### src/rtl/decoder_scan_pkg.sv
`default_nettype none
// ============================================================================
//  Module      : decoder_scan_pkg
//  Description : Shared types and helpers for the decoder scan controller.
//                - scan_state_t : controller state encoding (IDLE/GAP/DRIVE)
//                - SEL_W        : width of the decoder select code
//                - MASK_W       : width of the optional skip mask
//                - cnt_width()  : width of the shared blank/dwell counter
//  Revision    : 1.0 - initial release
// ============================================================================
package decoder_scan_pkg;

    localparam int SEL_W  = 3;
    localparam int MASK_W = 8;

    typedef enum logic [1:0] {
        ST_IDLE  = 2'd0,
        ST_GAP   = 2'd1,
        ST_DRIVE = 2'd2
    } scan_state_t;

    // One down-counter serves both the blanking and dwell phases. It is
    // loaded with (length - 1) and counts to zero, so it only has to hold
    // max(DWELL, BLANK) - 1.
    function automatic int cnt_width(input int dwell, input int blank);
        int m;
        m = (dwell > blank) ? dwell : blank;
        return (m <= 2) ? 1 : $clog2(m);
    endfunction

endpackage : decoder_scan_pkg
`default_nettype wire

### src/rtl/decoder_scan_next_idx.sv
`default_nettype none
// ============================================================================
//  Module      : decoder_scan_next_idx
//  Description : Combinational index finder for the scan controller.
//                Returns the next select index after cur_idx and the first
//                index of a sweep, each with a valid flag.
//                With DECODER_SCAN_SKIP_EN defined, masked indices are
//                skipped (priority search); otherwise it is a plain
//                increment with a terminal check against NUM_SEL.
//  Ports       : cur_idx     in   current select index
//                skip_mask   in   bit i = 1 skips index i (macro only)
//                next_idx    out  lowest scanned index above cur_idx
//                next_valid  out  next_idx exists below NUM_SEL
//                first_idx   out  lowest scanned index
//                first_valid out  at least one index is scanned
//  Revision    : 1.0 - initial release
// ============================================================================
module decoder_scan_next_idx
    import decoder_scan_pkg::*;
#(
    parameter int NUM_SEL = 8
)(
    input  logic [SEL_W-1:0]  cur_idx,
`ifdef DECODER_SCAN_SKIP_EN
    input  logic [MASK_W-1:0] skip_mask,
`endif
    output logic [SEL_W-1:0]  next_idx,
    output logic              next_valid,
    output logic [SEL_W-1:0]  first_idx,
    output logic              first_valid
);

`ifdef DECODER_SCAN_SKIP_EN

    // Descending walk so the lowest qualifying index is the last one written.
    always_comb begin
        next_idx    = '0;
        next_valid  = 1'b0;
        first_idx   = '0;
        first_valid = 1'b0;
        for (int i = NUM_SEL - 1; i >= 0; i--) begin
            if (!skip_mask[i]) begin
                first_idx   = SEL_W'(i);
                first_valid = 1'b1;
                if (i > int'(cur_idx)) begin
                    next_idx   = SEL_W'(i);
                    next_valid = 1'b1;
                end
            end
        end
    end

`else

    localparam logic [SEL_W:0] c_num_sel = (SEL_W + 1)'(NUM_SEL);
    localparam logic [SEL_W:0] c_one     = (SEL_W + 1)'(1);

    logic [SEL_W:0] w_inc;

    // One extra bit so an increment past 7 is still seen as terminal.
    assign w_inc       = {1'b0, cur_idx} + c_one;
    assign next_idx    = w_inc[SEL_W-1:0];
    assign next_valid  = (w_inc < c_num_sel);
    assign first_idx   = '0;
    assign first_valid = 1'b1;

`endif

endmodule : decoder_scan_next_idx
`default_nettype wire

### src/rtl/decoder_scan_ctrl.sv
`default_nettype none
// ============================================================================
//  Module      : decoder_scan_ctrl
//  Description : Scan controller driving the select code and enable of a
//                3-to-8 decoder. Each select index gets BLANK enable-low
//                cycles followed by DWELL enable-high cycles. Single sweep
//                or continuous scanning with start/stop/done handshake.
//                Optional feature macro: DECODER_SCAN_SKIP_EN (adds the
//                skip_mask port; masked indices are not scanned).
//  Ports       : clk        in   rising-edge clock
//                rst_n      in   synchronous active-low reset
//                start      in   begin scanning (honoured only when idle)
//                stop       in   end scanning after the current dwell
//                cont       in   captured with start: 1 = continuous
//                skip_mask  in   bit i = 1 skips select i (macro only)
//                A, B, C    out  select code, A = MSB
//                en         out  decoder enable
//                busy       out  scan in progress
//                done       out  one-cycle pulse when scanning ends
//  Revision    : 1.0 - initial release
// ============================================================================
module decoder_scan_ctrl
    import decoder_scan_pkg::*;
#(
    parameter int DWELL   = 4,
    parameter int BLANK   = 1,
    parameter int NUM_SEL = 8
)(
    input  logic              clk,
    input  logic              rst_n,
    input  logic              start,
    input  logic              stop,
    input  logic              cont,
`ifdef DECODER_SCAN_SKIP_EN
    input  logic [MASK_W-1:0] skip_mask,
`endif
    output logic              A,
    output logic              B,
    output logic              C,
    output logic              en,
    output logic              busy,
    output logic              done
);

    localparam int CNT_W = cnt_width(DWELL, BLANK);

    localparam logic [CNT_W-1:0] c_cnt_one  = CNT_W'(1);
    localparam logic [CNT_W-1:0] c_dwell_ld = CNT_W'(DWELL - 1);
    localparam logic [CNT_W-1:0] c_blank_ld = CNT_W'((BLANK > 0) ? (BLANK - 1) : 0);

    // With no blanking the GAP state is never visited: every new index
    // goes straight into its dwell window.
    localparam scan_state_t      c_entry_state = (BLANK > 0) ? ST_GAP : ST_DRIVE;
    localparam logic [CNT_W-1:0] c_entry_cnt   = (BLANK > 0) ? c_blank_ld : c_dwell_ld;

    scan_state_t      r_state;
    logic [SEL_W-1:0] r_idx;
    logic [CNT_W-1:0] r_cnt;
    logic             r_cont;
    logic             r_stop;
    logic             r_en;
    logic             r_busy;
    logic             r_done;

    scan_state_t      w_state_nxt;
    logic [SEL_W-1:0] w_idx_nxt;
    logic [CNT_W-1:0] w_cnt_nxt;
    logic             w_cont_nxt;
    logic             w_stop_nxt;
    logic             w_done_nxt;

    logic [SEL_W-1:0] w_next_idx;
    logic             w_next_valid;
    logic [SEL_W-1:0] w_first_idx;
    logic             w_first_valid;

    decoder_scan_next_idx #(
        .NUM_SEL     (NUM_SEL)
    ) u_next_idx (
        .cur_idx     (r_idx),
`ifdef DECODER_SCAN_SKIP_EN
        .skip_mask   (skip_mask),
`endif
        .next_idx    (w_next_idx),
        .next_valid  (w_next_valid),
        .first_idx   (w_first_idx),
        .first_valid (w_first_valid)
    );

    always_comb begin
        w_state_nxt = r_state;
        w_idx_nxt   = r_idx;
        w_cnt_nxt   = r_cnt;
        w_cont_nxt  = r_cont;
        w_stop_nxt  = r_stop;
        w_done_nxt  = 1'b0;

        case (r_state)
            ST_IDLE: begin
                w_stop_nxt = 1'b0;
                // A simultaneous stop cancels the start outright.
                if (start && !stop) begin
                    if (w_first_valid) begin
                        w_idx_nxt   = w_first_idx;
                        w_cont_nxt  = cont;
                        w_state_nxt = c_entry_state;
                        w_cnt_nxt   = c_entry_cnt;
                    end else begin
                        // Nothing to scan: finish immediately without busy.
                        w_done_nxt  = 1'b1;
                    end
                end
            end

            ST_GAP: begin
                if (stop) begin
                    w_stop_nxt = 1'b1;
                end
                if (r_cnt == '0) begin
                    w_state_nxt = ST_DRIVE;
                    w_cnt_nxt   = c_dwell_ld;
                end else begin
                    w_cnt_nxt   = r_cnt - c_cnt_one;
                end
            end

            ST_DRIVE: begin
                if (stop) begin
                    w_stop_nxt = 1'b1;
                end
                if (r_cnt != '0) begin
                    w_cnt_nxt = r_cnt - c_cnt_one;
                end else if (r_stop || stop) begin
                    // A stop arriving in the final dwell cycle still counts.
                    w_state_nxt = ST_IDLE;
                    w_done_nxt  = 1'b1;
                    w_stop_nxt  = 1'b0;
                end else if (w_next_valid) begin
                    w_idx_nxt   = w_next_idx;
                    w_state_nxt = c_entry_state;
                    w_cnt_nxt   = c_entry_cnt;
                end else if (r_cont && w_first_valid) begin
                    w_idx_nxt   = w_first_idx;
                    w_state_nxt = c_entry_state;
                    w_cnt_nxt   = c_entry_cnt;
                end else begin
                    w_state_nxt = ST_IDLE;
                    w_done_nxt  = 1'b1;
                    w_stop_nxt  = 1'b0;
                end
            end

            default: begin
                w_state_nxt = ST_IDLE;
                w_stop_nxt  = 1'b0;
            end
        endcase
    end

    // Outputs are registered from the next-state decode so they line up
    // with the state they describe.
    always_ff @(posedge clk) begin
        if (!rst_n) begin
            r_state <= ST_IDLE;
            r_idx   <= '0;
            r_cnt   <= '0;
            r_cont  <= 1'b0;
            r_stop  <= 1'b0;
            r_en    <= 1'b0;
            r_busy  <= 1'b0;
            r_done  <= 1'b0;
        end else begin
            r_state <= w_state_nxt;
            r_idx   <= w_idx_nxt;
            r_cnt   <= w_cnt_nxt;
            r_cont  <= w_cont_nxt;
            r_stop  <= w_stop_nxt;
            r_en    <= (w_state_nxt == ST_DRIVE);
            r_busy  <= (w_state_nxt != ST_IDLE);
            r_done  <= w_done_nxt;
        end
    end

    assign A    = r_idx[2];
    assign B    = r_idx[1];
    assign C    = r_idx[0];
    assign en   = r_en;
    assign busy = r_busy;
    assign done = r_done;

endmodule : decoder_scan_ctrl
`default_nettype wire

### config.mk
export PLATFORM = sky130hd
export DESIGN_NAME = decoder_scan_ctrl
export DESIGN_NICKNAME = d
export VERILOG_FILES = /design/src/rtl/decoder_scan_pkg.sv /design/src/rtl/decoder_scan_next_idx.sv /design/src/rtl/decoder_scan_ctrl.sv
export SDC_FILE = /design/constraint.sdc
export NUM_CORES = 1
export LEC_CHECK = 0
export ABC_AREA = 1
export CAP_MARGIN = 20
export CORE_ASPECT_RATIO = 1.25
export CORE_UTILIZATION = 45
export CTS_CLUSTER_DIAMETER = 100
export CTS_CLUSTER_SIZE = 30
export DETAILED_ROUTE_END_ITERATION = 10
export GPL_TIMING_DRIVEN = 1
export PLACE_DENSITY = 0.75
export RECOVER_POWER = 50
export SETUP_SLACK_MARGIN = 0.4
export SYNTH_ARGS = -nofsm -noshare
export SYNTH_HDL_FRONTEND = slang
export SYNTH_SLANG_ARGS = --single-unit
### constraint.sdc
create_clock -name clk -period 1.5 [get_ports clk]
set_input_delay 0.15 -clock clk [delete_from_list [all_inputs] [get_ports clk]]
set_output_delay 0.15 -clock clk [all_outputs]
set_load 0.01 [all_outputs]
==> flow_summary.ini <==
[final_layout]
drive_above_1_share = 0.4361
seq_area_um2 = 250.2
final_area_um2 = 1145
multi_input_area_um2 = 581.8
nFillCells = 122
area.growth.synth_to_final_pct = 48.06
nNetsFinal = 148
n_antenna_cell = 0

[logic_synthesis]
synth_cell_types = 18
syn_area_per_cell_um2 = 7.094
ys_ff_latch = 12
syn-cell-area_um2 = 773.2
synth_warnings = 0
synthCells = 109
syn-num-nets = 123
seq_area_frac_synth = 0.3107

[route]
drc = 0
drt-initial-drc-count = 24
wl_per_cell_um = 12.38
num_vias = 802
routed_via_density = 5.311
dr.pass1.iters = 4
wl_um = 1870
ant_nets = 0

[floorplan]
die-area_um2 = 1889
die_h_um = 48.35
initial_utilization = 0.4889
row_count = 16
die_w_um = 39.08
num_io_pins = 11
core_area_um2 = 1582

[critical_path]
crit_slowest_cell = dfxtp_2
slowest_delay_ps = 340
worst-path-buf-inv = 2
critPathKind = reg -> reg
crit_chain = buf_4 > buf_6 > ha_4 > o21ai_1 > nand2_1 > nand2_1 > nand3_1 > nand2_1 > nor2_1
worstSetupEndpointType = flip-flop
cp_max_fo = 4
arrival_ps = 1460
crit_required_ps = 1660
critPathTopFamily = flip-flops
crit_top_cell = nand2_1
start_kind = flip-flop

[clock_tree]
numCtsBuffers = 3
cts.htree.levels = 1
clk_latency_ps = 280
clk_pin_slew_ps = 80
cts_tree = built
clockRootBuffer = clkbuf_4
cts_hold_buf = 0
numClockSinks = 12
clockBufferDepth = 2

[run]
drv_cap = 0

[sta]
fin_ws_ps = 201.4
period_share = 0.8658
finalSetupTns_ps = 0
rsz0062_at_grt = true
clock-skew-final_ps = 0.5526
fmax_mhz = 770.0
relSlewSlack = 0.8232
tightest_slew_ps = 264.3
slew_viol_final = 0
setup_violations = 0
min_period_ps = 1299
final_hold_viol_count = 0

[pwr]
p_per_area_nw_per_um2 = 948.3
irDropWorstVdd_uv = 639.2
total_power_w = 0.001086
leakagePower_nw = 0.5299

[placed_design]
port-buffer-count = 10
dpl-instance-area_um2 = 928.4
pre_cts_ws_ps = 76.86
dp_hpwl_um = 1213
gp_congestion = 0.8799

[global_route]
grt_pass1_wl_um = 2925
grt.total_usage = 0.2207
grt_antenna_before_repair = 0
grt_max_degree = 8
grt_pass1_vias = 748
grt_remaining_overflow = 0

[run_status]
status = finished clean

[min_path]
hp-class = reg -> reg
## power by group
part / switching [W] / internal, W / total, W
Sequential: 0.0000260 / 0.000353 / 0.000379
Clock: 0.000117 / 0.000148 / 0.000265
Combinational: 0.000240 / 0.000202 / 0.000442
Total: 0.000383 / 0.000703 / 0.00109
## final timing paths
| check | slack (ps) | cells past startpoint | from | endpoint |
|---|---|---|---|---|
| max reg2reg | 200 | 9 | r_state[0] | r_cnt[0] |
| min | 490 | 2 | r_cont | r_cont |
| max | 200 | 9 | r_state[0] | r_cnt[0] |
| min reg2reg | 490 | 2 | r_cont | r_cont |
## Yosys cell counts
| library cell | n | area, um2 |
|---|---|---|
| a21oi_1 | 4 | 20.02 |
| a21oi_2 | 2 | 17.52 |
| a21oi_4 | 1 | 16.27 |
| dfxtp_1 | 12 | 240.2 |
| ha_1 | 9 | 112.6 |
| inv_1 | 17 | 63.81 |
| inv_2 | 1 | 3.750 |
| nand2_1 | 29 | 108.9 |
| nand2_2 | 1 | 6.260 |
| nand2_4 | 1 | 11.26 |
| nand3_1 | 9 | 45.04 |
| nand3_2 | 2 | 20.02 |
| nand4_1 | 4 | 25.02 |
| nor2_1 | 9 | 33.78 |
| nor2_2 | 2 | 12.51 |
| nor2_4 | 1 | 11.26 |
| nor3_1 | 2 | 10.01 |
| o21ai_0 | 3 | 15.01 |
## repair_timing
| item | CTS | global route |
|---|---|---|
| setup endpoints to repair | 16 | 14 |
| setup buffers | 6 | 3 |
| pin swaps | 11 | 8 |
| resized for setup | 41 | 13 |
## cell type report
type                       instances  area share
tap                               18     0.01967
clock buffer                       4     0.03169
multi-input combinational         79      0.5082
inverter                          18     0.06995
sequential                        12      0.2186
timing repair buffer              20      0.1519
## kinds of logic after synthesis
family | share of synthesized area
simple gates | 0.3673
buf+inv | 0.08737
flops | 0.3107
compound gates | 0.08900
fa+ha+maj | 0.1456
## layer usage
layer	vias up	routed length [um]	GRT usage
met3	11	84	0.05505
met4	0	92	0.1264
li1	392	-	-
met2	26	914	0.3806
met5	-	0	0
met1	373	778	0.2241
## registers in the layout, summed over array words and instances, names as in the netlist
register / cells
r_state: 2
r_cont: 1
r_idx: 3
r_stop: 1
en: 1
r_cnt: 2
done: 1
busy: 1
## worst reg2reg max path, stage by stage, from the launching register on
cell and delay [ps]:
dfxtp_2 340, buf_4 130, buf_6 120, ha_4 170, o21ai_1 90, nand2_1 80
nand2_1 70, nand3_1 80, nand2_1 70, nor2_1 40
## placed cells by master (no fill, tap or decap), drive strengths merged
cell,count
nand3,11
dlygate4sd2,3
nand2,31
clkbuf,5
o21ai,3
clkdlybuf4s50,4
nand4,4
buf,10
inv,18
ha,9
nor3,2
dfxtp,12
a21oi,7
clkdlybuf4s25,2
nor2,12
## per-stage QoR
| step | hold slack [ps] | cells | util |
|---|---|---|---|
| final | 489.7 | 151 | 0.7239 |
| after global routing | 518.9 | 151 | 0.7239 |
| after CTS | 495.8 | 148 | 0.6994 |
| after detailed placement | 483.4 | 138 | 0.5870 |
| after global placement | 484.8 | 138 | 0.5870 |
| after floorplan | 274.9 | 109 | - |
No activity file was read; power rests on OpenSTA's default activity.
